[src/rtl/alu_pkg.sv]
// Shared definitions for the digit-serial ALU: ctrl encoding, FSM states and sizing helpers.
package alu_pkg;

    localparam logic [2:0] ALU_PASS_B   = 3'b000;
    localparam logic [2:0] ALU_ADD      = 3'b010;
    localparam logic [2:0] ALU_SUBTRACT = 3'b011;
    localparam logic [2:0] ALU_AND      = 3'b100;
    localparam logic [2:0] ALU_OR       = 3'b101;
    localparam logic [2:0] ALU_XOR      = 3'b110;

    typedef enum logic [1:0] {
        IDLE = 2'd0,
        RUN  = 2'd1,
        DONE = 2'd2
    } state_t;

    function automatic int nslice(input int width, input int slice);
        return width / slice;
    endfunction

    function automatic int cnt_width(input int n);
        return (n > 1) ? $clog2(n) : 1;
    endfunction

endpackage

[src/rtl/alu_digit.sv]
// One SLICE-bit digit of the ALU; subtract is A + ~B + cin, logic ops use raw B.
module alu_digit
    import alu_pkg::*;
#(
    parameter int SLICE = 8
) (
    input  logic [SLICE-1:0] a,
    input  logic [SLICE-1:0] b,
    input  logic             cin,
    input  logic [2:0]       ctrl,
    output logic [SLICE-1:0] out,
    output logic             cout,
    output logic             cmsb
);

    logic [SLICE-1:0] w_b_add;
    logic [SLICE:0]   w_sum;

    assign w_b_add = b ^ {SLICE{ctrl[0]}};
    assign w_sum   = {1'b0, a} + {1'b0, w_b_add} + {{SLICE{1'b0}}, cin};
    assign cout    = w_sum[SLICE];
    // Recover the carry into the MSB from the MSB sum bit and its operands.
    assign cmsb    = a[SLICE-1] ^ w_b_add[SLICE-1] ^ w_sum[SLICE-1];

    always_comb begin
        out = '0;
        case (ctrl)
            ALU_PASS_B:   out = b;
            ALU_ADD:      out = w_sum[SLICE-1:0];
            ALU_SUBTRACT: out = w_sum[SLICE-1:0];
            ALU_AND:      out = a & b;
            ALU_OR:       out = a | b;
            ALU_XOR:      out = a ^ b;
            default:      out = '0;
        endcase
    end

endmodule

[src/rtl/alu_sliced.sv]
// Digit-serial WIDTH-bit ALU, LS digit first, with registered carry and valid/ready handshake.
// States: IDLE accept operands | RUN one digit per clock | DONE hold result until out_ready.
module alu_sliced
    import alu_pkg::*;
#(
    parameter int WIDTH = 64,
    parameter int SLICE = 8
) (
    input  logic             clk,
    input  logic             reset,
    input  logic             in_valid,
    output logic             in_ready,
    input  logic [WIDTH-1:0] A,
    input  logic [WIDTH-1:0] B,
    input  logic [2:0]       ctrl,
    output logic             out_valid,
    input  logic             out_ready,
    output logic [WIDTH-1:0] result,
    output logic             negative,
    output logic             zero,
    output logic             overflow,
    output logic             carry_out
);

    localparam int NSLICE = nslice(WIDTH, SLICE);
    localparam int CW     = cnt_width(NSLICE);

    state_t           r_state;
    state_t           w_next;
    logic [WIDTH-1:0] r_a;
    logic [WIDTH-1:0] r_b;
    logic [WIDTH-1:0] r_result;
    logic [2:0]       r_ctrl;
    logic             r_carry;
    logic             r_zero_acc;
    logic             r_zero;
    logic             r_ovf;
    logic             r_cout;
    logic [CW-1:0]    r_cnt;

    logic [31:0]      w_base;
    logic [SLICE-1:0] w_a_dig;
    logic [SLICE-1:0] w_b_dig;
    logic [SLICE-1:0] w_out;
    logic             w_cout;
    logic             w_cmsb;
    logic             w_last;
    logic             w_accept;
    logic             w_arith;
    logic             w_dig_zero;

    assign w_base     = 32'(r_cnt) * 32'(SLICE);
    assign w_a_dig    = r_a[w_base +: SLICE];
    assign w_b_dig    = r_b[w_base +: SLICE];
    assign w_last     = (r_cnt == CW'(NSLICE - 1));
    assign w_accept   = in_valid & in_ready;
    assign w_arith    = (r_ctrl == ALU_ADD) || (r_ctrl == ALU_SUBTRACT);
    assign w_dig_zero = (w_out == '0);

    alu_digit #(.SLICE(SLICE)) u_digit (
        .a    (w_a_dig),
        .b    (w_b_dig),
        .cin  (r_carry),
        .ctrl (r_ctrl),
        .out  (w_out),
        .cout (w_cout),
        .cmsb (w_cmsb)
    );

    always_ff @(posedge clk or posedge reset) begin
        if (reset) begin
            r_state <= IDLE;
        end else begin
            r_state <= w_next;
        end
    end

    always_comb begin
        w_next    = r_state;
        in_ready  = 1'b0;
        out_valid = 1'b0;
        case (r_state)
            IDLE: begin
                in_ready = ~reset;
                if (w_accept) w_next = RUN;
            end
            RUN: begin
                if (w_last) w_next = DONE;
            end
            DONE: begin
                out_valid = 1'b1;
                if (out_ready) w_next = IDLE;
            end
            default: w_next = IDLE;
        endcase
    end

    always_ff @(posedge clk or posedge reset) begin
        if (reset) begin
            r_a        <= '0;
            r_b        <= '0;
            r_ctrl     <= '0;
            r_carry    <= 1'b0;
            r_cnt      <= '0;
            r_zero_acc <= 1'b0;
            r_result   <= '0;
            r_zero     <= 1'b0;
            r_ovf      <= 1'b0;
            r_cout     <= 1'b0;
        end else begin
            case (r_state)
                IDLE: begin
                    if (w_accept) begin
                        r_a        <= A;
                        r_b        <= B;
                        r_ctrl     <= ctrl;
                        r_carry    <= ctrl[0];
                        r_cnt      <= '0;
                        r_zero_acc <= 1'b1;
                    end
                end
                RUN: begin
                    r_result[w_base +: SLICE] <= w_out;
                    r_carry    <= w_cout;
                    r_zero_acc <= r_zero_acc & w_dig_zero;
                    r_cnt      <= r_cnt + CW'(1);
                    if (w_last) begin
                        r_zero <= r_zero_acc & w_dig_zero;
                        r_ovf  <= w_arith & (w_cmsb ^ w_cout);
                        r_cout <= w_arith & w_cout;
                    end
                end
                default: ;
            endcase
        end
    end

    assign result    = r_result;
    assign negative  = r_result[WIDTH-1];
    assign zero      = r_zero;
    assign overflow  = r_ovf;
    assign carry_out = r_cout;

endmodule

[config.mk]
export PLATFORM = sky130hd
export DESIGN_NAME = alu_sliced
export DESIGN_NICKNAME = d
export VERILOG_FILES = /design/src/rtl/alu_pkg.sv /design/src/rtl/alu_digit.sv /design/src/rtl/alu_sliced.sv
export SDC_FILE = /design/constraint.sdc
export NUM_CORES = 1
export LEC_CHECK = 0
export CAP_MARGIN = 10
export CORE_MARGIN = 2
export CORE_UTILIZATION = 25
export DETAILED_ROUTE_END_ITERATION = 12
export GPL_TIMING_DRIVEN = 0
export HOLD_SLACK_MARGIN = 0.03
export SLEW_MARGIN = 30
export SYNTH_ARGS = -nofsm -noshare
export SYNTH_HDL_FRONTEND = slang
export SYNTH_HIERARCHICAL = 1
export SYNTH_SLANG_ARGS = --single-unit
[constraint.sdc]
create_clock -name clk -period 7.6 [get_ports clk]
set_input_delay 1.52 -clock clk [delete_from_list [all_inputs] [get_ports clk]]
set_output_delay 1.52 -clock clk [all_outputs]
set_load 0.1 [all_outputs]
==> flow_summary.yaml <==
global_routing:
  grt_max_degree: 55
  grt_use_total_pct: 15.2
  grt_pass1_vias: 8399
  antenna_found_initial: 1
  grt_pass1_wl_um: 48800
  grt-ovfl-total: 0
detailed_routing:
  wire_per_inst_um: 17.4
  ant_nets: 0
  drtIter0Drc: 323
  drc: 0
  vias_per_cell: 4.41
  vias: 7939
  routed_wl_um: 31300
  drt_first_pass_iters: 5
clocking:
  post_cts.repair.setup_buffers: 0
  post_cts_resized: 0
  clock_sinks: 205
  htreeDepth: 1
  clk_pin_slew_ns: 0.05
  clkLatencyLatePin_ns: 0.54
  numCtsBuffers: 25
  root_buffer: "clkbuf_16"
  cts-hold-fix-buffers: 0
  cts_tree: "yes"
  clock_path_buffers: 3
min_path:
  hold_depth: 2
  holdCritStartpoint: "r_b[44]"
  worstHoldEndpoint: "r_b[44]"
  worstHoldPathType: "reg -> reg"
floorplan:
  core.rowCount: 73
  ioPinCount: 205
  core_area_mm2: 0.0397
  dieArea_mm2: 0.0420
  dieWidth_um: 205
  initial_core_util_pct: 25.4
  die_y_um: 205
timing:
  fin_crit_sh_pct: 67.6
  rsz0062_at_grt: "no"
  slew_headroom_pct: 34.2
  tns_ns: 0
  finalSetupViolCount: 0
  min_period_ns: 5.14
  finClkSkew_ns: 0.0203
  worst_pin_slew_ns: 0.984
  max_freq_mhz: 195
  hold_viol: 0
  drv_slew: 0
setup_path:
  reg2reg_slack_ns: 2.72
  reg2reg_to: "zero"
  cp_slowest_stage_delay_ns: 1.20
  critPathBufInv: 2
  crit_top_cell: "clkdlybuf4s50_1"
  cp_cell_sequence: "clkdlybuf4s50_1 > nor3_1 > clkdlybuf4s50_1"
  worst-endpoint-arrival_ns: 3.62
  cp.depth: 3
  reg2reg_from: "r_cnt[1]"
  crit_path_end_kind: "output port"
  slowest_stage: "clkdlybuf4s50_1"
  critPathKind: "in -> out"
  cp_top_family: "buffers and inverters"
  ff2ff_path_depth: 17
  start_kind: "input port"
  path_max_fanout: 4
  worstPathRequired_ns: 6.08
logic_synthesis:
  synth_cell_types: 47
  synth_warnings: 6
  synth_ff_type: "dfrtp_1"
  synth_area_leader_cell: "dfrtp_1"
  syn_area_per_cell_um2: 9.84
  synth_nets: 1192
  synth_edf_count: 0
  ys_seq_area_share_pct: 50.9
  syn-instance-count: 1025
  synth_seq_cells: 205
  synth.area.top_cells: "dfrtp_1 51%, nand2_1 17%, mux4_2 7.1%, mux2_2 6.1%, ha_1 3.7%"
  synthesis.area_mm2: 0.0101
  async_flop_share_pct: 100
  synth_top_area_share_pct: 50.9
placement:
  place_congestion: 0.820
  place_area_mm2: 0.0129
  dpl.hpwl_um: 23200
  portBuffers: 204
run:
  max_cap_violations: 0
finish:
  diodes: 0
  final_cell_mix: "466 x nand2_1, 205 x dfrtp_1, 201 x clkdlybuf4s50_1, 55 x mux2_2, 33 x inv_1"
  multi_input_area_mm2: 0.00459
  seqCellArea_mm2: 0.00513
  syn2layout_area_growth_pct: 36.6
  stdcell_area_mm2: 0.0138
  drive_above_1_share_pct: 13.7
  mostFrequentLayoutCell: "nand2_1"
  fillers: 4083
  layout.nets: 1426
run_status:
  status: "complete, no violations"
==> metal layers <==
metal	wire length, um	vias to the layer above	global-route usage, %
met5	0	-	0
met4	648	0	3.75
met3	1840	44	2.42
met2	14900	233	25.8
met1	14000	3850	20.2
li1	-	3812	-
==> flip-flops by register name, summed over array words and instances (netlist names) <==
register    cells
carry_out       1
zero            1
r_state         2
r_b            64
r_a            64
result         64
r_zero_acc      1
overflow        1
r_carry         1
r_ctrl          3
r_cnt           3
==> cell type report <==
class / instances / share of cell area (%)
repair buffers: 207 / 15.3
well taps: 525 / 4.77
multi-input cells: 730 / 33.3
clock inverters: 13 / 1.45
flip-flops and latches: 205 / 37.2
plain buffers: 55 / 1.81
clock buffers: 32 / 5.17
inverters: 35 / 1.01
==> worst min-delay path, delay by kind of cell (launching register included) <==
family / cells / cell delay [ns]
DFF: 1 / 0.33
and+or+nand+nor: 2 / 0.10
==> cell usage after synthesis, types with 2 or more instances <==
| cell type | n |
|---|---|
| a21o_1 | 2 |
| a21oi_1 | 6 |
| a22oi_1 | 4 |
| and2_1 | 13 |
| and3_1 | 16 |
| buf_2 | 27 |
| buf_4 | 2 |
| clkbuf_1 | 25 |
| dfrtp_1 | 205 |
| fa_1 | 2 |
| ha_1 | 30 |
| inv_1 | 34 |
| mux2_2 | 55 |
| mux2i_1 | 16 |
| mux4_2 | 32 |
| nand2_1 | 466 |
| nand2b_1 | 4 |
| nand3_1 | 5 |
| nand3b_1 | 4 |
| nor2_1 | 8 |
| nor2b_1 | 5 |
| nor3_1 | 4 |
| nor4b_4 | 3 |
| o21a_1 | 2 |
| o21ai_0 | 17 |
| o221ai_1 | 3 |
| o22ai_1 | 2 |
| o31a_1 | 2 |
| o31ai_1 | 2 |
| xnor2_1 | 4 |
| xor2_1 | 9 |
==> per-stage QoR <==
stage	hold slack [ns]	cells	worst slack [ns]	utilization [%]
after CTS	0.473	1802	2.45	34.7
after floorplan	0.440	1025	0.484	-
after detailed placement	0.457	1757	2.46	32.4
final	0.469	1802	2.46	34.7
after global placement	0.453	1754	-2.30	32.2
after global routing	0.486	1802	2.29	34.7
==> logic make-up after synthesis <==
family	count (synthesis)	share of synthesized area, %
and+or+nand+nor	537	22.4
AOI/OAI and AO/OA	45	2.90
muxes	103	14.9
buffers and inverters	90	3.76
adders and majority gates	32	4.12
DFF	205	50.9
xor gates and xnor gates	13	1.13
==> worst max path at each step <==
stage                endpoint  startpoint
finish               in_ready       reset
detailed placement   in_ready       reset
global route             zero    r_cnt[1]
floorplan           carry_out       reset
global placement      r_a[17]       reset
CTS                  in_ready       reset
Power is not shown: default switching activity piles up to over one toggle a cycle in this logic, so the estimate is an artifact.
